**src/rtl/mc_initiator.sv**
```systemverilog
// mc_initiator: parallel async-SRAM-style bus initiator with programmable setup/strobe/hold phases.
// Ports:
//   clock, reset            rising-edge clock, synchronous active-high reset
//   req_valid/req_ready     one request at a time; accepted on req_valid && req_ready
//   req_write/req_add/req_wdata  request kind, address and write data
//   setup/strobe/hold_cycles     phase lengths, latched at accept
//   rsp_valid/rsp_rdata     one-cycle read response pulse; data held until the next read
//   mc_ce/mc_oe/mc_we       active-low bus strobes
//   mc_add/mc_dout/mc_doe   bus address, write data and pad output enable
//   mc_din                  read data from the pad
//   mc_wait                 strobe extension input, present only with MC_INIT_WAIT_EN defined
module mc_initiator #(
  parameter int ADD_WIDTH    = 6,
  parameter int DATA_WIDTH   = 16,
  parameter int TIMING_WIDTH = 4
) (
  input  logic                    clock,
  input  logic                    reset,
  input  logic                    req_valid,
  output logic                    req_ready,
  input  logic                    req_write,
  input  logic [ADD_WIDTH-1:0]    req_add,
  input  logic [DATA_WIDTH-1:0]   req_wdata,
  input  logic [TIMING_WIDTH-1:0] setup_cycles,
  input  logic [TIMING_WIDTH-1:0] strobe_cycles,
  input  logic [TIMING_WIDTH-1:0] hold_cycles,
  output logic                    rsp_valid,
  output logic [DATA_WIDTH-1:0]   rsp_rdata,
  output logic                    mc_ce,
  output logic                    mc_oe,
  output logic                    mc_we,
  output logic [ADD_WIDTH-1:0]    mc_add,
  output logic [DATA_WIDTH-1:0]   mc_dout,
  output logic                    mc_doe,
  input  logic [DATA_WIDTH-1:0]   mc_din
`ifdef MC_INIT_WAIT_EN
  ,
  input  logic                    mc_wait
`endif
);
  localparam logic [TIMING_WIDTH-1:0] ONE = TIMING_WIDTH'(1);
  typedef enum logic [1:0] {IDLE, SETUP, STROBE, HOLD} state_t;
  state_t state_q, state_d;
  logic [TIMING_WIDTH-1:0] cnt_q, cnt_d, t_q, t_d, h_q, h_d;
  logic wr_q, wr_d;
  logic req_ready_q, req_ready_d;
  logic rsp_valid_q, rsp_valid_d;
  logic [DATA_WIDTH-1:0] rsp_rdata_q, rsp_rdata_d;
  logic mc_ce_q, mc_ce_d, mc_oe_q, mc_oe_d, mc_we_q, mc_we_d, mc_doe_q, mc_doe_d;
  logic [ADD_WIDTH-1:0] mc_add_q, mc_add_d;
  logic [DATA_WIDTH-1:0] mc_dout_q, mc_dout_d;
  logic accept, cnt_done, stall, strobe_end;
  // cnt_q holds the cycles remaining in the current phase minus one
  always_comb begin
    accept = req_valid && req_ready_q;
    cnt_done = cnt_q == '0;
`ifdef MC_INIT_WAIT_EN
    stall = mc_wait;
`else
    stall = 1'b0;
`endif
    strobe_end = state_q == STROBE && cnt_done && !stall;
    state_d = state_q;
    cnt_d = cnt_done ? cnt_q : cnt_q - ONE;
    unique case (state_q)
      IDLE: if (accept) begin
        state_d = SETUP;
        cnt_d = setup_cycles == '0 ? '0 : setup_cycles - ONE;
      end
      SETUP: if (cnt_done) begin
        state_d = STROBE;
        cnt_d = t_q - ONE;
      end
      STROBE: if (strobe_end) begin
        state_d = h_q == '0 ? IDLE : HOLD;
        cnt_d = h_q - ONE;
      end
      HOLD: if (cnt_done) state_d = IDLE;
      default: state_d = IDLE;
    endcase
    wr_d = accept ? req_write : wr_q;
    t_d = accept ? (strobe_cycles == '0 ? ONE : strobe_cycles) : t_q;
    h_d = accept ? hold_cycles : h_q;
    mc_add_d = accept ? req_add : mc_add_q;
    mc_dout_d = accept && req_write ? req_wdata : mc_dout_q;
    // Outputs are decoded from the next state so they change on the same edge as the state
    mc_ce_d = state_d == IDLE;
    mc_oe_d = !(state_d == STROBE && !wr_d);
    mc_we_d = !(state_d == STROBE && wr_d);
    mc_doe_d = state_d != IDLE && wr_d;
    req_ready_d = state_d == IDLE;
    rsp_valid_d = strobe_end && !wr_q;
    rsp_rdata_d = rsp_valid_d ? mc_din : rsp_rdata_q;
  end
  always_ff @(posedge clock) begin
    if (reset) begin
      state_q <= IDLE;
      cnt_q <= '0;
      t_q <= ONE;
      h_q <= '0;
      wr_q <= 1'b0;
      req_ready_q <= 1'b1;
      rsp_valid_q <= 1'b0;
      rsp_rdata_q <= '0;
      mc_ce_q <= 1'b1;
      mc_oe_q <= 1'b1;
      mc_we_q <= 1'b1;
      mc_doe_q <= 1'b0;
      mc_add_q <= '0;
      mc_dout_q <= '0;
    end else begin
      state_q <= state_d;
      cnt_q <= cnt_d;
      t_q <= t_d;
      h_q <= h_d;
      wr_q <= wr_d;
      req_ready_q <= req_ready_d;
      rsp_valid_q <= rsp_valid_d;
      rsp_rdata_q <= rsp_rdata_d;
      mc_ce_q <= mc_ce_d;
      mc_oe_q <= mc_oe_d;
      mc_we_q <= mc_we_d;
      mc_doe_q <= mc_doe_d;
      mc_add_q <= mc_add_d;
      mc_dout_q <= mc_dout_d;
    end
  end
  assign req_ready = req_ready_q;
  assign rsp_valid = rsp_valid_q;
  assign rsp_rdata = rsp_rdata_q;
  assign mc_ce = mc_ce_q;
  assign mc_oe = mc_oe_q;
  assign mc_we = mc_we_q;
  assign mc_doe = mc_doe_q;
  assign mc_add = mc_add_q;
  assign mc_dout = mc_dout_q;
endmodule

```
**config.mk**
```make
export PLATFORM = sky130hd
export DESIGN_NAME = mc_initiator
export DESIGN_NICKNAME = d
export VERILOG_FILES = /design/src/rtl/mc_initiator.sv
export SDC_FILE = /design/constraint.sdc
export NUM_CORES = 1
export LEC_CHECK = 0
export CORE_ASPECT_RATIO = 1.1
export CORE_MARGIN = 8
export CORE_UTILIZATION = 55
export CTS_CLUSTER_SIZE = 20
export DETAILED_ROUTE_END_ITERATION = 10
export DONT_BUFFER_PORTS = 1
export GPL_ROUTABILITY_DRIVEN = 0
export PLACE_DENSITY = 0.73
export SYNTH_ARGS = -nofsm -noshare
export SYNTH_HDL_FRONTEND = slang
export SYNTH_SLANG_ARGS = --single-unit
```
**constraint.sdc**
```tcl
create_clock -name clock -period 2 [get_ports clock]
set_input_delay 0.3 -clock clock [delete_from_list [all_inputs] [get_ports clock]]
set_output_delay 0.3 -clock clock [all_outputs]
set_load 0.01 [all_outputs]
```
; Word level (Yosys, flattened, before mapping)
; Cells that the tools add are included.
[word_totals]
reg_bits = 58
in_bits = 54
out_inout_bits = 44
word_cells = 53
[op_classes]
add_sub_neg = 4
eq_ne = 4
n_mux = 14
n_reduce_logical = 18
[op_table]
columns = operator, n
row1 = $mux 4, 6
row2 = $logic_not 4->1, 4
row3 = $sub 4x1->4 const B, 4
row4 = $pmux 4 s3, 1
row5 = $mux 2, 5
row6 = $pmux 2 s4, 1
row7 = $logic_and 1x1->1, 7
row8 = $eq 2x2->1 const B, 3
row9 = $logic_not 1->1, 4
row10 = $logic_not 2->1, 2
row11 = $eq 2x1->1 const B, 1
row12 = $reduce_bool 2->1, 1
row13 = $mux 1, 1

; Depth between registers and ports, before layout
[depth]
word_depth = 7
mapped_depth = 9
mapped_depth_nobuf = 6

; Least setup slack after synthesis
; Ideal clock, no wire load.
[synth_path]
path_kind = flip-flop to flip-flop
startpoint = register cnt_q[0]
endpoint = register rsp_rdata_q[0] (netlist: rsp_rdata[0])
setup_ns = 0.134
t_arrival_ns = 1.827
required_ns = 1.866
path_slack_ns = 0.039
stages_incl_launch_ff = 10
path_cell_list = dfxtp_1 > inv_1 > ha_1 > or3b_1 > buf_6 > or3_1 > buf_6 > buf_8 > nand2_1 > a21oi_1
[synth_via]
elab_chain_len = 3
[synth_lines]
columns = element, line_no
row1 = "start, declared", 44  ; logic [TIMING_WIDTH-1:0] cnt_q, cnt_d, t_q, t_d, h_q, h_d;
row2 = "start signal, assigned", 113  ; cnt_q <= cnt_d;
row3 = $logic_not 4->1, 56  ; cnt_done = cnt_q == '0;
row4 = $logic_and 1x1->1, 62  ; strobe_end = state_q == STROBE && cnt_done && !stall;
row5 = $logic_and 1x1->1, 92  ; rsp_valid_d = strobe_end && !wr_q;
row6 = "end signal, assigned", 119  ; rsp_rdata_q <= rsp_rdata_d;
row7 = "end, declared", 48  ; logic [DATA_WIDTH-1:0] rsp_rdata_q, rsp_rdata_d;
; Every way passes these cells.
; A chain may end at the register's enable or synchronous reset.

; Final worst setup path
[layout_path]
startpoint = register cnt_q[0]
endpoint = register cnt_q[0]
[layout_via]
elab_chain_len = 4
[layout_lines]
columns = element, line_no
row1 = $sub 4x1->4 / $logic_not 4->1 (equally long branches), "64, 56"
row2 = $mux 4 / $logic_and 1x1->1 (equally long branches), "64, 62"
row3 = "$mux 4, on equally long branches", "74, 66, 70"
row4 = $pmux 4 s3 *, 65  ; unique case (state_q)
; Mark *: on every way between the ends. The rest lies on a longest branch, timed or not.

==> summary.txt <==
Clock tree
  • Clock sink count: 58
  • Max clock buf depth: 2
  • TritonCTS clock tree: done
  • Latest clock arrival within the worst-skew pair: 0.32 ns
  • Clk slew on worst S/H paths: around 0.06 ns
  • H-tree depth: 3
  • CTS root buf: clkbuf_8
  • CTS Hold Buffers Added: 0
  • Total CTS buffers: 9

Worst setup path
  • Launching point of the worst reg2reg path: cnt_q[0]
  • CP Max Fanout: 7
  • Reg2reg path depth: 7
  • Reg2reg setup slack: approximately 0.21 ns
  • Arr. time, crit path: slightly above 2 ns
  • Crit end category: flop
  • R2R Path End: cnt_q[0]
  • Slowest cell on the critical path: nor3b_2
  • Critical path class: flop to flop
  • CP max stage delay: approximately 0.38 ns
  • Cell Chain, Critical Path: inv_1, ha_1, nor3b_2, buf_4, nand4_1, o221a_2, a221oi_1
  • Worst EP required: 2.23 ns
  • Startpoint Class: flop

Synthesis
  • Syn avg cell area: approximately 8 µm²
  • Cell Area, Synth: 2440 µm²
  • Synth Flop Type: dfxtp_1
  • Top-area cell type share of the netlist area: 0.475
  • Post-Synthesis Cells: roughly 310
  • Synth unique cells: 42
  • Asr flop ratio synth: 0
  • EDFF count, synth: 0
  • Yosys reg bits: 58
  • Area leader, netlist: dfxtp_1
  • YS warnings: 0
  • Seq/Total Area, Yosys: 0.475
  • Synth area leaders: dfxtp_1 47%, nand2_1 16%, a21oi_1 11%
  • Post-Syn Nets: ~370

Job
  • MaxCap Viol Count: 0

Timing
  • Slew @ Worst Pin: approximately 0.5 ns
  • Fin crit share: 0.896
  • Setup Total Neg Slack: 0 ns
  • RSZ-0062 raised after global routing: false
  • Clk_skew: between 0.004 and 0.005 ns
  • PnR worst setup slack: between 0.2 and 0.25 ns
  • Final min period: about 1.8 ns
  • Rel. slew slack: 0.661
  • Setup violators final: 0
  • Slew Viols, Final: 0
  • F_max: between 500 and 600 MHz
  • Final Hold Viols: 0

Hold path
  • Hold Path Class: input port to flop
  • Hold Path Stages: 1
  • Worst Hold End: mc_dout[10]
  • HP Start: reset

Floorplanning
  • Die Ht: between 80 and 90 µm
  • Core Area: 4290 µm²
  • Die Area: between 6000 and 7000 µm²
  • Initial Util: 0.571
  • Cell Rows: 25
  • Die X: 79.6 µm
  • I/O pin total: approximately 100

Final layout
  • Final #Nets: between 300 and 400
  • Synth-to-Final Area Change: 7.78%
  • Share of layout cells above drive strength 1: 0.0924
  • ANT cells: 0
  • Final design utilization: 0.615

Place
  • Port bufs: 0
  • Hpwl dp: approximately 4 mm
  • Setup WS pre-CTS: between 0.07 and 0.08 ns

Power
  • Combinational Power Share: 0.260
  • Peak supply drop: around 0.6 mV
  • P_leak: 0.000975 µW
  • Overall power: 3190 µW
  • Flop pwr share: 0.459
  • Internal: between 2000 and 2500 µW
  • Pwr Density: roughly 1200 nW/µm²
  • NetSw: 1050 µW
  • Switch share: 0.328
  • Clock power frac: 0.281

Run status
  • Outcome: completed

Global route
  • Initial antenna violation count: 0
  • Total gr overflow: 0
  • Number of global-route vias before repair: approximately 1900
  • Tot GR Track Use: 0.164
  • Pin count of the biggest net entering global routing: 54
  • First-pass GRT wire length: between 8 and 9 mm

Detailed routing
  • Via/cell ratio: 5.29
  • Pre-antenna DRT Iters: 4
  • Drt wl/cell: about 15 µm
  • Routed wire length: around 5.4 mm
  • Vias: roughly 1900
  • Antenna-violating nets left: 0
  • Iteration-0 DRC count of the detailed router: 147
  • Remaining DRCs: 0
worst max-delay path: cells and delay by family (launching register included):
family	cells	cell delay (ns)
simple gates	2	0.48
flops	1	0.31
fa+ha+maj	1	0.22
buf+inv	2	0.31
compound gates	2	0.38
kinds of logic after synthesis:
kind of cell | count (synthesis) | share of synthesized area
fa+ha+maj | 6 | 0.0307
compound gates | 71 | 0.161
mux | 4 | 0.0174
xor+xnor | 5 | 0.0179
simple gates | 137 | 0.239
buf+inv | 30 | 0.0588
flops | 58 | 0.475
layer usage:
layer / global-route usage / share of wire / up-vias
li1: - / - / 1024
met1: 0.180 / 0.40 / 850
met2: 0.250 / 0.48 / 68
met3: 0.0952 / 0.12 / 5
met4: 0.0675 / 0.0088 / 0
met5: 0 / 0 / -
area by class of cell:
| type | count | area, µm² |
|---|---|---|
| fill | 398 | 1650 |
| tap | 54 | 67.6 |
| inverter | 9 | 33.8 |
| multi-input combinational | 223 | 1140 |
| clock buffer | 13 | 149 |
| timing repair buffer | 8 | 63.8 |
| clock inverter | 3 | 15.0 |
| sequential | 58 | 1160 |
per-stage QoR:
| stage | std cells | instance area, µm² | hold slack, ns |
|---|---|---|---|
| 2_1_floorplan | 311 | 2440 | 0.436 |
| 3_3_place_gp | 352 | 2460 | 0.374 |
| 3_5_place_dp | 352 | 2460 | 0.376 |
| 4_1_cts | 368 | 2630 | 0.0253 |
| 5_1_grt | 368 | 2640 | 0.0125 |
| 6_report | 368 | 2640 | 0.0412 |
placed cells by master, fill, tap and decap left out, types with 3 or more instances in the layout:
| cell type | Yosys | routed |
|---|---|---|
| inv_1 | 9 | 9 |
| nor2_1 | 10 | 10 |
| nand2_1 | 104 | 104 |
| clkbuf_8 | 0 | 10 |
| buf_4 | 1 | 7 |
| ha_1 | 6 | 6 |
| clkbuf_1 | 15 | 3 |
| xnor2_1 | 3 | 3 |
| a21oi_1 | 53 | 53 |
| o21ai_0 | 4 | 4 |
| dfxtp_1 | 58 | 58 |
| nor3_1 | 7 | 7 |
| nor3b_1 | 3 | 3 |
| a31oi_1 | 3 | 3 |
| clkinv_2 | 0 | 3 |
worst max path at each step:
stage / start / to / depth (start not counted)
after floorplan: cnt_q[0] / rsp_rdata[0] / 9
after global placement: cnt_q[0] / rsp_rdata[11] / 6
after detailed placement: cnt_q[0] / rsp_rdata[13] / 6
after CTS: cnt_q[0] / rsp_rdata[13] / 6
after global routing: cnt_q[1] / cnt_q[0] / 7
final: cnt_q[0] / cnt_q[0] / 7
synth_stat cells, types with 2 or more instances:
| master | n |
|---|---|
| a21oi_1 | 53 |
| a22oi_1 | 2 |
| a31oi_1 | 3 |
| buf_6 | 2 |
| clkbuf_1 | 15 |
| dfxtp_1 | 58 |
| ha_1 | 6 |
| inv_1 | 9 |
| mux2_2 | 2 |
| mux2i_1 | 2 |
| nand2_1 | 104 |
| nor2_1 | 10 |
| nor2b_1 | 2 |
| nor3_1 | 7 |
| nor3b_1 | 3 |
| o21ai_0 | 4 |
| xnor2_1 | 3 |
| xor2_1 | 2 |
timing repair:
action / 4_1_cts / 5_1_grt
setup endpoints to repair: 0 / 16
resized for setup: 0 / 2
setup buffers: 0 / 0
sequential cells by signal, summed over array words and instances, names as in the netlist, 2 cells and up:
| signal | count |
|---|---|
| t_q | 4 |
| mc_dout | 16 |
| h_q | 4 |
| state_q | 2 |
| rsp_rdata | 16 |
| cnt_q | 4 |
| mc_add | 6 |
power groups by stage:
stage / Clock [µW] / Combinational [µW] / Sequential, µW
2_1_floorplan: 0 / 726 / 1430
3_3_place_gp: 0 / 818 / 1490
3_5_place_dp: 0 / 824 / 1490
4_1_cts: 920 / 829 / 1470
5_1_grt: 979 / 959 / 1490
6_report: 897 / 830 / 1460
(Power assumes the default switching activity.)
